## config.mk

```make
export PLATFORM = sky130hd
export DESIGN_NAME = rr_shared_dff_arbiter
export DESIGN_NICKNAME = d
export VERILOG_FILES = /design/src/rtl/rr_shared_dff_arbiter.sv
export SDC_FILE = /design/constraint.sdc
export NUM_CORES = 1
export LEC_CHECK = 0
export CAP_MARGIN = 20
export CELL_PAD_IN_SITES_DETAIL_PLACEMENT = 1
export CELL_PAD_IN_SITES_GLOBAL_PLACEMENT = 1
export CORE_MARGIN = 5
export CORE_UTILIZATION = 25
export CTS_CLUSTER_DIAMETER = 30
export DETAILED_ROUTE_END_ITERATION = 7
export PLACE_DENSITY_LB_ADDON = 0.1
export SLEW_MARGIN = 5
export SYNTH_ARGS = -nofsm -noshare
export SYNTH_HDL_FRONTEND = slang
export SYNTH_SLANG_ARGS = --single-unit
```

## constraint.sdc

```tcl
create_clock -name clk -period 1.6 [get_ports clk]
set_clock_uncertainty 0.05 [all_clocks]
set_input_delay 0.32 -clock clk [delete_from_list [all_inputs] [get_ports clk]]
set_output_delay 0.32 -clock clk [all_outputs]
set_load 0.02 [all_outputs]
```

## src/rtl/rr_shared_dff_arbiter.sv

```systemverilog
// Round-robin arbiter that sequences N requesters onto one shared WIDTH-bit
// register. Each write is a grant / load / ack sequence lasting 3 cycles.
module rr_shared_dff_arbiter #(
  parameter int N     = 4,
  parameter int WIDTH = 8,
  parameter int IDXW  = $clog2(N)
) (
  input  logic               clk,
  input  logic               reset,
  input  logic [N-1:0]       req,
  input  logic [N*WIDTH-1:0] D,
  output logic [N-1:0]       gnt,
  output logic [N-1:0]       ack,
  output logic [WIDTH-1:0]   Q,
  output logic [WIDTH-1:0]   Qbar,
  output logic               busy,
  output logic [IDXW-1:0]    owner
);

  typedef enum logic [1:0] {IDLE, LOAD, DONE} state_t;

  state_t            state_q, state_d;
  logic [IDXW-1:0]   ptr_q, ptr_d;
  logic [IDXW-1:0]   owner_q, owner_d;
  logic [WIDTH-1:0]  q_q, q_d;
  logic [N-1:0]      gnt_q, gnt_d;
  logic [N-1:0]      ack_q, ack_d;
  logic              busy_q, busy_d;

  logic [IDXW-1:0]   win_idx;
  logic              win_found;
  logic [IDXW-1:0]   cand_idx;
  logic [IDXW-1:0]   ptr_inc;

  // Rotating-priority scan starting at ptr; first requester found wins.
  always_comb begin
    win_idx   = '0;
    win_found = 1'b0;
    cand_idx  = '0;
    for (int unsigned j = 0; j < N; j++) begin
      cand_idx = IDXW'((32'(ptr_q) + j) % N);
      if (!win_found && req[cand_idx]) begin
        win_found = 1'b1;
        win_idx   = cand_idx;
      end
    end
  end

  assign ptr_inc = (owner_q == IDXW'(N - 1)) ? '0 : owner_q + 1'b1;

  always_comb begin
    state_d = state_q;
    ptr_d   = ptr_q;
    owner_d = owner_q;
    q_d     = q_q;
    gnt_d   = gnt_q;
    ack_d   = '0;
    busy_d  = busy_q;
    case (state_q)
      IDLE: begin
        gnt_d  = '0;
        busy_d = 1'b0;
        if (win_found) begin
          gnt_d[win_idx] = 1'b1;
          owner_d        = win_idx;
          busy_d         = 1'b1;
          state_d        = LOAD;
        end
      end
      LOAD: begin
        if (req[owner_q]) begin
          q_d     = D[owner_q*WIDTH +: WIDTH];
          ack_d   = gnt_q;
          state_d = DONE;
        end else begin
          gnt_d   = '0;
          busy_d  = 1'b0;
          ptr_d   = ptr_inc;
          state_d = IDLE;
        end
      end
      DONE: begin
        gnt_d   = '0;
        busy_d  = 1'b0;
        ptr_d   = ptr_inc;
        state_d = IDLE;
      end
      default: begin
        gnt_d   = '0;
        busy_d  = 1'b0;
        state_d = IDLE;
      end
    endcase
  end

  always_ff @(posedge clk or posedge reset) begin
    if (reset) begin
      state_q <= IDLE;
      ptr_q   <= '0;
      owner_q <= '0;
      q_q     <= '0;
      gnt_q   <= '0;
      ack_q   <= '0;
      busy_q  <= 1'b0;
    end else begin
      state_q <= state_d;
      ptr_q   <= ptr_d;
      owner_q <= owner_d;
      q_q     <= q_d;
      gnt_q   <= gnt_d;
      ack_q   <= ack_d;
      busy_q  <= busy_d;
    end
  end

  assign gnt   = gnt_q;
  assign ack   = ack_q;
  assign Q     = q_q;
  assign Qbar  = ~q_q;
  assign busy  = busy_q;
  assign owner = owner_q;

endmodule

```

* After elaboration in Yosys (flattened, before gate mapping)
Index checks and enable logic that the tools add are counted.
** Word-level totals
- Logic and storage cells :: 70
- Bits in registers :: 23
- Output and inout port bits :: 27
- Input port bits :: 38
** Operators by class
- Eq/ne operators :: 5
- Bitwise operators :: 1
- $lt $le $gt $ge :: 7
- Shift operators :: 1
- Multiplexer cells :: 33
- $add $sub $neg :: 4
- Reduce and logical (&&, ||, !) cells :: 12
** Operators with widths (number)
- $shiftx A32 B6 Y8 :: 1
- $lt A2 B3 Y1 const B :: 6
- $mux W2 :: 8
- $mux W1 :: 12
- $mux W4 :: 3
- $bmux W1 S2 :: 5
- $not A8 Y8 :: 1
- $pmux W2 S2 :: 2
- $pmux W4 S2 :: 1
- $reduce_and A2 Y1 :: 3
- $add A2 B1 Y2 const B :: 2
- $add A2 B2 Y2 const B :: 2
- $eq A2 B2 Y1 const B :: 2
- $logic_and A1 B1 Y1 :: 4
- $ne A2 B2 Y1 const B :: 2
- $logic_not A1 Y1 :: 3
- $demux W1 S2 :: 1
- $eq A2 B1 Y1 const B :: 1
- $ge A2 B1 Y1 const B :: 1
- $logic_not A2 Y1 :: 1
- $pmux W1 S2 :: 1
- $reduce_bool A2 Y1 :: 1

* Longest topological paths before layout
Gate-level depths: netlist of run 1.
- Word-level depth :: 18
- Gate-level depth with buffers :: 6
- Gate-level depth less buffers :: 4

* Worst setup path before layout of run 1
Ideal clock, no wire load.
- Path kind :: reg-to-reg
- From :: reg owner_q[0], in the netlist owner[0]
- To :: reg ptr_q[1]
- Required time :: 1.425 ns
- Setup time :: 0.125 ns
- Cell stages (with the launch flop) :: 4
- Buffers on the path :: 0
- Arrival :: 1.521 ns
- Setup slack :: -0.096 ns
- Clock period less this slack :: 1.696 ns
- Cell sequence :: dfrtp_1 -> mux4_2 -> o21ai_2 -> mux2_2
** Between the ends
- Word-level cells in the longest chain between the ends :: 4
- Elaborated cells between the ends (all ways) :: 9
- Those cells by class :: 1 x add/sub; 2 x eq/ne; 5 x mux; 1 x reduce/logical
** RTL lines
- from (decl) :: line 24 : logic [IDXW-1:0] owner_q, owner_d;
- from (signal assigned) :: line 108 : owner_q <= owner_d;
- $add A2 B1 Y2 (tied with other cells) :: line 49 : assign ptr_inc = (owner_q == IDXW'(N - 1)) ? '0 : owner_q + 1'b1;
- $mux W2 / $mux W1 (equally long branches) :: line 49, 71
- $mux W2 / $ne A2 B2 Y1 (equally long branches)
- $pmux W2 S2 / $reduce_and A2 Y1 (equally long branches)
- to (signal assigned) :: line 107 : ptr_q <= ptr_d;
- to (decl) :: line 23 : logic [IDXW-1:0] ptr_q, ptr_d;
Parallel ways exist; a longest one is shown, timed or not. The select of a mux whose other input is x is not followed.
A chain may end at the register's enable or synchronous reset.

* Final worst setup path of run 1
- From :: reg owner_q[0], in the netlist owner[0]
- To :: reg gnt_q[1], in the netlist gnt[1]
** Between the ends
- Word-level cells in the longest chain between the ends :: 4
** RTL lines
- $bmux W1 S2 :: line 71 : if (req[owner_q]) begin
- $mux W1 (implied by the code) :: line 71
- $mux W4
- $pmux W4 S2
- via gnt_d[1] :: line 26 : logic [N-1:0] gnt_q, gnt_d;
- to (signal assigned) :: line 110 : gnt_q <= gnt_d;
- to (decl) :: line 26
The timed path passes the listed nets, and every way through them passes these cells. The select of a mux whose other input is x is not followed.

==> results of run 1 <==
[what timing repair did]
item	CTS	global route
resized for setup	30	13
endpoints found under the setup margin	36	12
setup buffers	0	0
pin swaps	1	1
[state kept, by name, indices dropped and copies added (netlist names)]
name / count
gnt: 4
state_q: 2
Q: 8
owner: 2
ack: 4
ptr_q: 2
busy: 1
[worst reg2reg max path, cell delays in order, from the launching register on]
cell and delay [ns]:
dfrtp_2 0.40, mux4_2 0.55, nor2b_4 0.18, and2_4 0.14, a31o_1 0.18
[cell type report]
cell class,count,area share [%]
clock inverter,1,0.2492
clock buffer,3,2.056
timing repair buffer,76,35.33
inverter,13,2.430
tap,54,3.364
multi-input combinational,60,27.79
sequential,23,28.78
[kinds of logic (layout without fill, tap and decap cells)]
group	count (synthesis)	after routing
adders and majority gates	1	1
buffers and inverters	17	93
and+or+nand+nor	26	26
AOI/OAI and AO/OA	20	20
muxes	13	13
DFF	23	23
[placed cells by master, fill, tap and decap left out, types with 2 or more instances in the layout]
master / n
clkdlybuf4s50_1: 35
dlygate4sd2_1: 27
dfrtp_1: 21
inv_1: 13
nand2_1: 12
buf_4: 10
mux4_2: 9
o21ai_0: 5
o21ai_1: 4
nor2_1: 3
a21oi_1: 3
clkbuf_8: 3
nand2b_1: 2
nor3_2: 2
mux2_2: 2
and2_4: 2
a31o_1: 2
nand2_4: 2
o31ai_1: 2
dlymetal6s2s_1: 2
dfrtp_2: 2
buf_6: 2
[metrics by stage]
step	total power, uW	hold slack, ns	TNS [ns]	worst slack, ns
2_1_floorplan	2280	0.2718	-0.02182	-0.02182
3_3_place_gp	3264	0.4219	-5.638	-0.3367
3_5_place_dp	3313	0.4204	-6.457	-0.4183
4_1_cts	3514	0.3630	-0.01050	-0.01050
5_1_grt	3781	0.3923	-0.1125	-0.03656
6_report	3531	0.3432	0	0.001681
[cells in the mapped netlist]
cell type   n  area, sq um
a21oi_1     3        15.01
a31o_1      2        17.52
and2_4      2        17.52
buf_2       3        15.01
buf_6       1        11.26
dfrtp_1    23        575.6
ha_1        1        12.51
inv_1      13        48.80
mux2_2      3        33.78
mux2i_1     1        10.01
mux4_2      9        202.7
nand2_1    14        52.55
nand2b_1    2        12.51
nor2_1      3        11.26
nor2b_4     1        13.76
nor3_1      1        5.000
nor3_2      1        10.01
nor4_1      1        6.260
o21a_1      1        7.510
o21ai_0     9        45.04
o21ai_2     1        8.760
o22a_1      1        8.760
o22ai_1     1        6.260
o31ai_1     2        15.01
or2b_2      1        8.760
[metal layers]
metal / global-route usage (%) / vias up
li1: - / 504
met5: 0 / -
met3: 4.014 / 2
met1: 13.18 / 527
met2: 22.95 / 32
met4: 3.147 / 0
[final timing paths]
| path | endpoint | depth (start not counted) |
|---|---|---|
| worst max-delay path | gnt[1] | 4 |
| worst min register to register | busy | 2 |
| worst max register to register | gnt[1] | 4 |
| max in group asynchronous | owner[1] | 3 |
| worst min-delay path | Q[0] | 3 |
| min in group clk | busy | 2 |
[report_power, final]
part	switching, uW	internal, uW
Clock	194	174
Combinational	1130	1020
Sequential	177	837
Total	1500	2030
==> qor.tcl, run 1 <==
set qor(outcome) {finished clean}
set qor(grt_pass1_wl_microns) 5865
set qor(max_cap_violations) 0
set qor(post_drt_via_cell_ratio) 4.630
set qor(postRouteAntennaNets) 0
set qor(numClockSinks) 23
set qor(critical-path-slowest-cell) {mux4_2}
set qor(post_synth_fa_ha_maj_area_fraction_pct) 1.068
set qor(post-route-util_pct) 43.38
set qor(placeableCoreArea_sq_um) 4629
set qor(finish.net_count) 216
set qor(global_route.overflow_total) 0
set qor(track_usage_pct) 12.26
set qor(end_kind) {flip-flop}
set qor(detailedPlacementHpwl_microns) 3071
set qor(die_height_microns) 78.45
set qor(synth_compound_area_share_pct) 10.58
set qor(firstDrtPassIters) 3
set qor(multi_input_area_sq_um) 558.0
set qor(layout.cell_area.non_filler_sq_um) 2008
set qor(synth.yosys.seq_area_share_pct) 49.15
set qor(synth.area.mux_share_pct) 21.05
set qor(synthesis.nets) 139
set qor(crit_required_ns) 1.71
set qor(register_area_sq_um) 578.1
set qor(timing.slew.headroom_pct) 77.41
set qor(routed_wl_microns) 3688
set qor(worst_ep_arrival_time_ns) 1.70
set qor(rsz0062_at_grt) {yes}
set qor(layout-drive-gt1-share_pct) 22.73
set qor(irDropWorstVdd_uv) 580.4
set qor(yosys_synthesis_warning_count) 0
set qor(power_density_nw_per_um2) 1758
set qor(syn-cell-area_sq_um) 1171
set qor(dr_wl_met2_microns) 2041
set qor(yosysUniqueCellTypes) 25
set qor(tightest_slew_ns) 0.3370
set qor(final-instance-count-excl-fill) 230
set qor(synth-simple-area-share_pct) 11.75
set qor(criticalPathCategory) {reg -> reg}
set qor(clock_latency_ns) 0.26
set qor(top_layer_used) {met4}
set qor(grt_max_degree) 24
set qor(cts_tree) {done}
set qor(nFillCells) 508
set qor(dp.cells) 226
set qor(cts-root-to-sink-buffers) 2
set qor(timing_max_transition_violations_final) 0
set qor(dr.first_iter.drc_count) 22
set qor(path_cells) {mux4_2, nor2b_4, and2_4, a31o_1}
set qor(io_pins) 65
set qor(chipWidth_microns) 78.45
set qor(finalCriticalPeriod_ns) 1.598
set qor(worstReg2RegStart) {owner[0]}
set qor(report.final.hold_viol_count) 0
set qor(fp.dieArea_sq_um) 6154
set qor(ctsRootBufferMaster) {clkbuf_8}
set qor(fmax_ghz) 0.6257
set qor(timing.hold.worst.class) {in -> async}
set qor(reg2reg_setup_slack_ns) 0.002
set qor(drc_errors) 0
set qor(post_dp_cell_area_sq_um) 1946
set qor(slowest_stage_delay_cp_ns) 0.55
set qor(clock_pin_slew_worst_setup_and_hold_paths_ns) 0.09
set qor(grt_pass1_vias) 1183
set qor(cp.buffers_inverters) 0
set qor(initial_core_util_pct) 25.30
set qor(startpoint_type) {flip-flop}
set qor(leakage_uw) 0.0009763
set qor(floorplan.rows) 25
set qor(routabilityCongestion) 0.7978
set qor(drt-met1-wl_microns) 1395
set qor(syn_area_per_cell_sq_um) 11.71
set qor(layout_worst_path_cycle_share_pct) 99.89
set qor(cts.hold.buffers_added) 0
set qor(cts_made_buffers) 3
set qor(synth_xor_xnor_area_share_pct) 0
set qor(met3_wirelength_microns) 229
set qor(synth_seq_cells) 23
set qor(cts_htree_levels) 1
set qor(dr_total_vias) 1065
set qor(syn2layout_area_growth_pct) 71.47
set qor(critical_path.top_delay_family) {multiplexers}
set qor(synth_top_family_by_area) {multiplexers}
set qor(critPathLaunch) {owner[0]}
set qor(placement.io_buffers) 64
set qor(syn-instance-count) 100
set qor(antenna_cells) 0
set qor(antenna_violations_before_repair) 0
set qor(critical_path_peak_fanout) 4
set qor(wl_per_cell_microns) 16.03
set qor(timing.final.setup_violations) 0
Note: power is estimated with default switching activity, not from simulation.
==> inputs of run 2 (changes only) <==
- CTS_BUF_LIST: unset -> sky130_fd_sc_hd__clkbuf_8 sky130_fd_sc_hd__clkbuf_16
- MAX_ROUTING_LAYER: unset -> met4
==> run 2 against run 1 <==
Critical path depth did not move. Non-clock buffer count unchanged. Sequential power about the same. Die area unchanged. Final cell count unchanged. Combinational power about the same. Critical path type unchanged. Largest cell class unchanged. Highest routed layer unchanged.
==> qor.tcl, run 2 (synthesized netlist as in run 1, its figures left out) <==
set qor(drc_errors) 0 ;# unchanged
set qor(nFillCells) 508 ;# unchanged
set qor(placement.io_buffers) 64 ;# unchanged
set qor(mostFrequentLayoutCells) {clkdlybuf4s50_1, dlygate4sd2_1, dfrtp_1} ;# unchanged
set qor(dr.first_iter.drc_count) 22 ;# unchanged
set qor(critical-path-slowest-cell) {mux4_2} ;# unchanged
set qor(register_area_sq_um) 578.1 ;# unchanged
set qor(firstDrtPassIters) 3 ;# unchanged
set qor(grt_max_degree) 24 ;# unchanged
set qor(irDropWorstVdd_uv) 581.1 ;# was 580.4 uV
set qor(fmax_ghz) 0.6250 ;# was 0.6257 GHz
set qor(floorplan.rows) 25 ;# unchanged
set qor(wl_per_cell_microns) 16.05 ;# was 16.03 microns
set qor(clock_latency_ns) 0.27 ;# was 0.26 ns
set qor(timing.slew.headroom_pct) 77.41 ;# unchanged
set qor(outcome) {finished clean} ;# unchanged
set qor(rsz0062_at_grt) {yes} ;# unchanged
set qor(cts_made_buffers) 3 ;# unchanged
set qor(criticalPathCategory) {reg -> reg} ;# unchanged
set qor(cts_post_setup_buffers_inserted) 0 ;# unchanged
set qor(antenna_cells) 0 ;# unchanged
set qor(layout_worst_path_cycle_share_pct) 100.0 ;# was 99.89%
set qor(chipWidth_microns) 78.45 ;# unchanged
set qor(finalPower_uw) 3534 ;# was 3531 uW
set qor(cts_htree_levels) 1 ;# unchanged
set qor(timing.hold.ws_ns) 0.3419 ;# was 0.3432 ns
set qor(timing_max_transition_violations_final) 0 ;# unchanged
set qor(ctsRootBufferMaster) {clkbuf_8} ;# unchanged
set qor(finalCriticalPeriod_ns) 1.600 ;# was 1.598 ns
set qor(fp.dieArea_sq_um) 6154 ;# unchanged
set qor(post_route_setup_slack_ns) 0.00001721 ;# was 0.001681 ns
set qor(cts-root-to-sink-buffers) 2 ;# unchanged
set qor(routabilityCongestion) 0.8093 ;# was 0.7978
set qor(crit_required_ns) 1.71 ;# about the same
set qor(largest_reg_flops) 8 ;# unchanged
set qor(routed_wl_microns) 3692 ;# was 3688 microns
set qor(timing.hold.worst.class) {in -> async} ;# unchanged
set qor(tightest_slew_ns) 0.3370 ;# unchanged
set qor(initial_core_util_pct) 25.30 ;# unchanged
set qor(numClockSinks) 23 ;# unchanged
set qor(post_drt_via_cell_ratio) 4.630 ;# unchanged
set qor(multi_input_area_sq_um) 558.0 ;# unchanged
set qor(worst_ep_arrival_time_ns) 1.71 ;# was 1.70 ns
set qor(dr_total_vias) 1065 ;# unchanged
set qor(finalSetupTns_ns) 0 ;# unchanged
set qor(max_cap_violations) 0 ;# unchanged
set qor(slowest_stage_delay_cp_ns) 0.55 ;# about the same
set qor(dpl_worst_slack_ns) -0.4183 ;# unchanged
set qor(final_common_cell) {clkdlybuf4s50_1} ;# unchanged
set qor(report.final.hold_viol_count) 0 ;# unchanged
set qor(grt_pass1_vias) 1191 ;# was 1183
set qor(end_kind) {flip-flop} ;# unchanged
set qor(syn2layout_area_growth_pct) 71.47 ;# unchanged
set qor(post-route-util_pct) 43.38 ;# unchanged
set qor(global_route.overflow_total) 0 ;# unchanged
set qor(critical_path_peak_fanout) 4 ;# unchanged
set qor(timing.final.setup_violations) 0 ;# unchanged
set qor(antenna_violations_before_repair) 0 ;# unchanged
set qor(cts_tree) {done} ;# unchanged
set qor(clock_pin_slew_worst_setup_and_hold_paths_ns) 0.09 ;# about the same
set qor(startpoint_type) {flip-flop} ;# unchanged
set qor(track_usage_pct) 12.57 ;# was 12.26%
set qor(cts.hold.buffers_added) 0 ;# unchanged
set qor(power_density_nw_per_um2) 1760 ;# was 1758 nW/um^2
set qor(postRouteAntennaNets) 0 ;# unchanged
set qor(leakage_uw) 0.0009763 ;# unchanged
set qor(detailedPlacementHpwl_microns) 3071 ;# unchanged
set qor(layout-drive-gt1-share_pct) 22.73 ;# unchanged
set qor(placeableCoreArea_sq_um) 4629 ;# unchanged
set qor(die_height_microns) 78.45 ;# unchanged
set qor(io_pins) 65 ;# unchanged
set qor(finish.net_count) 216 ;# unchanged
set qor(path_cells) {mux4_2, nor2b_4, and2_4, a31o_1} ;# unchanged
set qor(grt_pass1_wl_microns) 5837 ;# was 5865 microns
==> run 2: stage by stage <==
step | cells | instance area, sq um
2_1_floorplan | 100 | 1176
3_3_place_gp | 226 | 1946
3_5_place_dp | 226 | 1946
4_1_cts | 230 | 1973
5_1_grt | 230 | 2008
6_report | 230 | 2008
==> run 2: path summary, 6_finish.rpt <==
check / startpoint / to / slack, ns / cells after the start
max in group asynchronous: reset / owner[1] / 0.90 / 3
min in group clk: busy / busy / 0.43 / 2
worst min-delay path: reset / Q[0] / 0.34 / 3
worst max register to register: owner[0] / gnt[1] / 0.00002 / 4
worst max-delay path: owner[0] / gnt[1] / 0.00002 / 4
worst min register to register: busy / busy / 0.43 / 2
==> run 2: worst max-delay path: cells and delay by family (launching register included) <==
kind             cells  cell delay, ns
AO/OA/AOI/OAI        1            0.18
flip-flops           1            0.40
AND/OR/NAND/NOR      2            0.31
multiplexers         1            0.55
==> run 2: area by class of cell <==
type	count	area share (%)
Clock inverter	1	0.2492
Tap cell	54	3.364
Clock buffer	3	2.056
Sequential cell	23	28.78
Timing Repair Buffer	76	35.33
Multi-Input combinational cell	60	27.79
Inverter	13	2.430
==> run 2: where the power goes <==
part	total (uW)	switching, uW	leakage, uW	internal, uW
Sequential	1010	178	0.000291	837
Combinational	2150	1130	0.000660	1020
Clock	370	196	0.0000255	174
==> run 2: per-layer routing <==
layer | track usage, % | wire length (microns) | up-vias
li1 | - | - | 504
met1 | 13.90 | 1474 | 527
met2 | 23.03 | 2052 | 32
met3 | 2.638 | 146 | 2
met4 | 3.147 | 19 | 0
met5 | - | 0 | -
==> run 2: repair_timing <==
action | in CTS | in global routing
pin swaps | 1 | 1
cloned | 0 | 0
endpoints found under the hold margin | 0 | 0
resized for setup | 30 | 13
endpoints found under the setup margin | 36 | 12
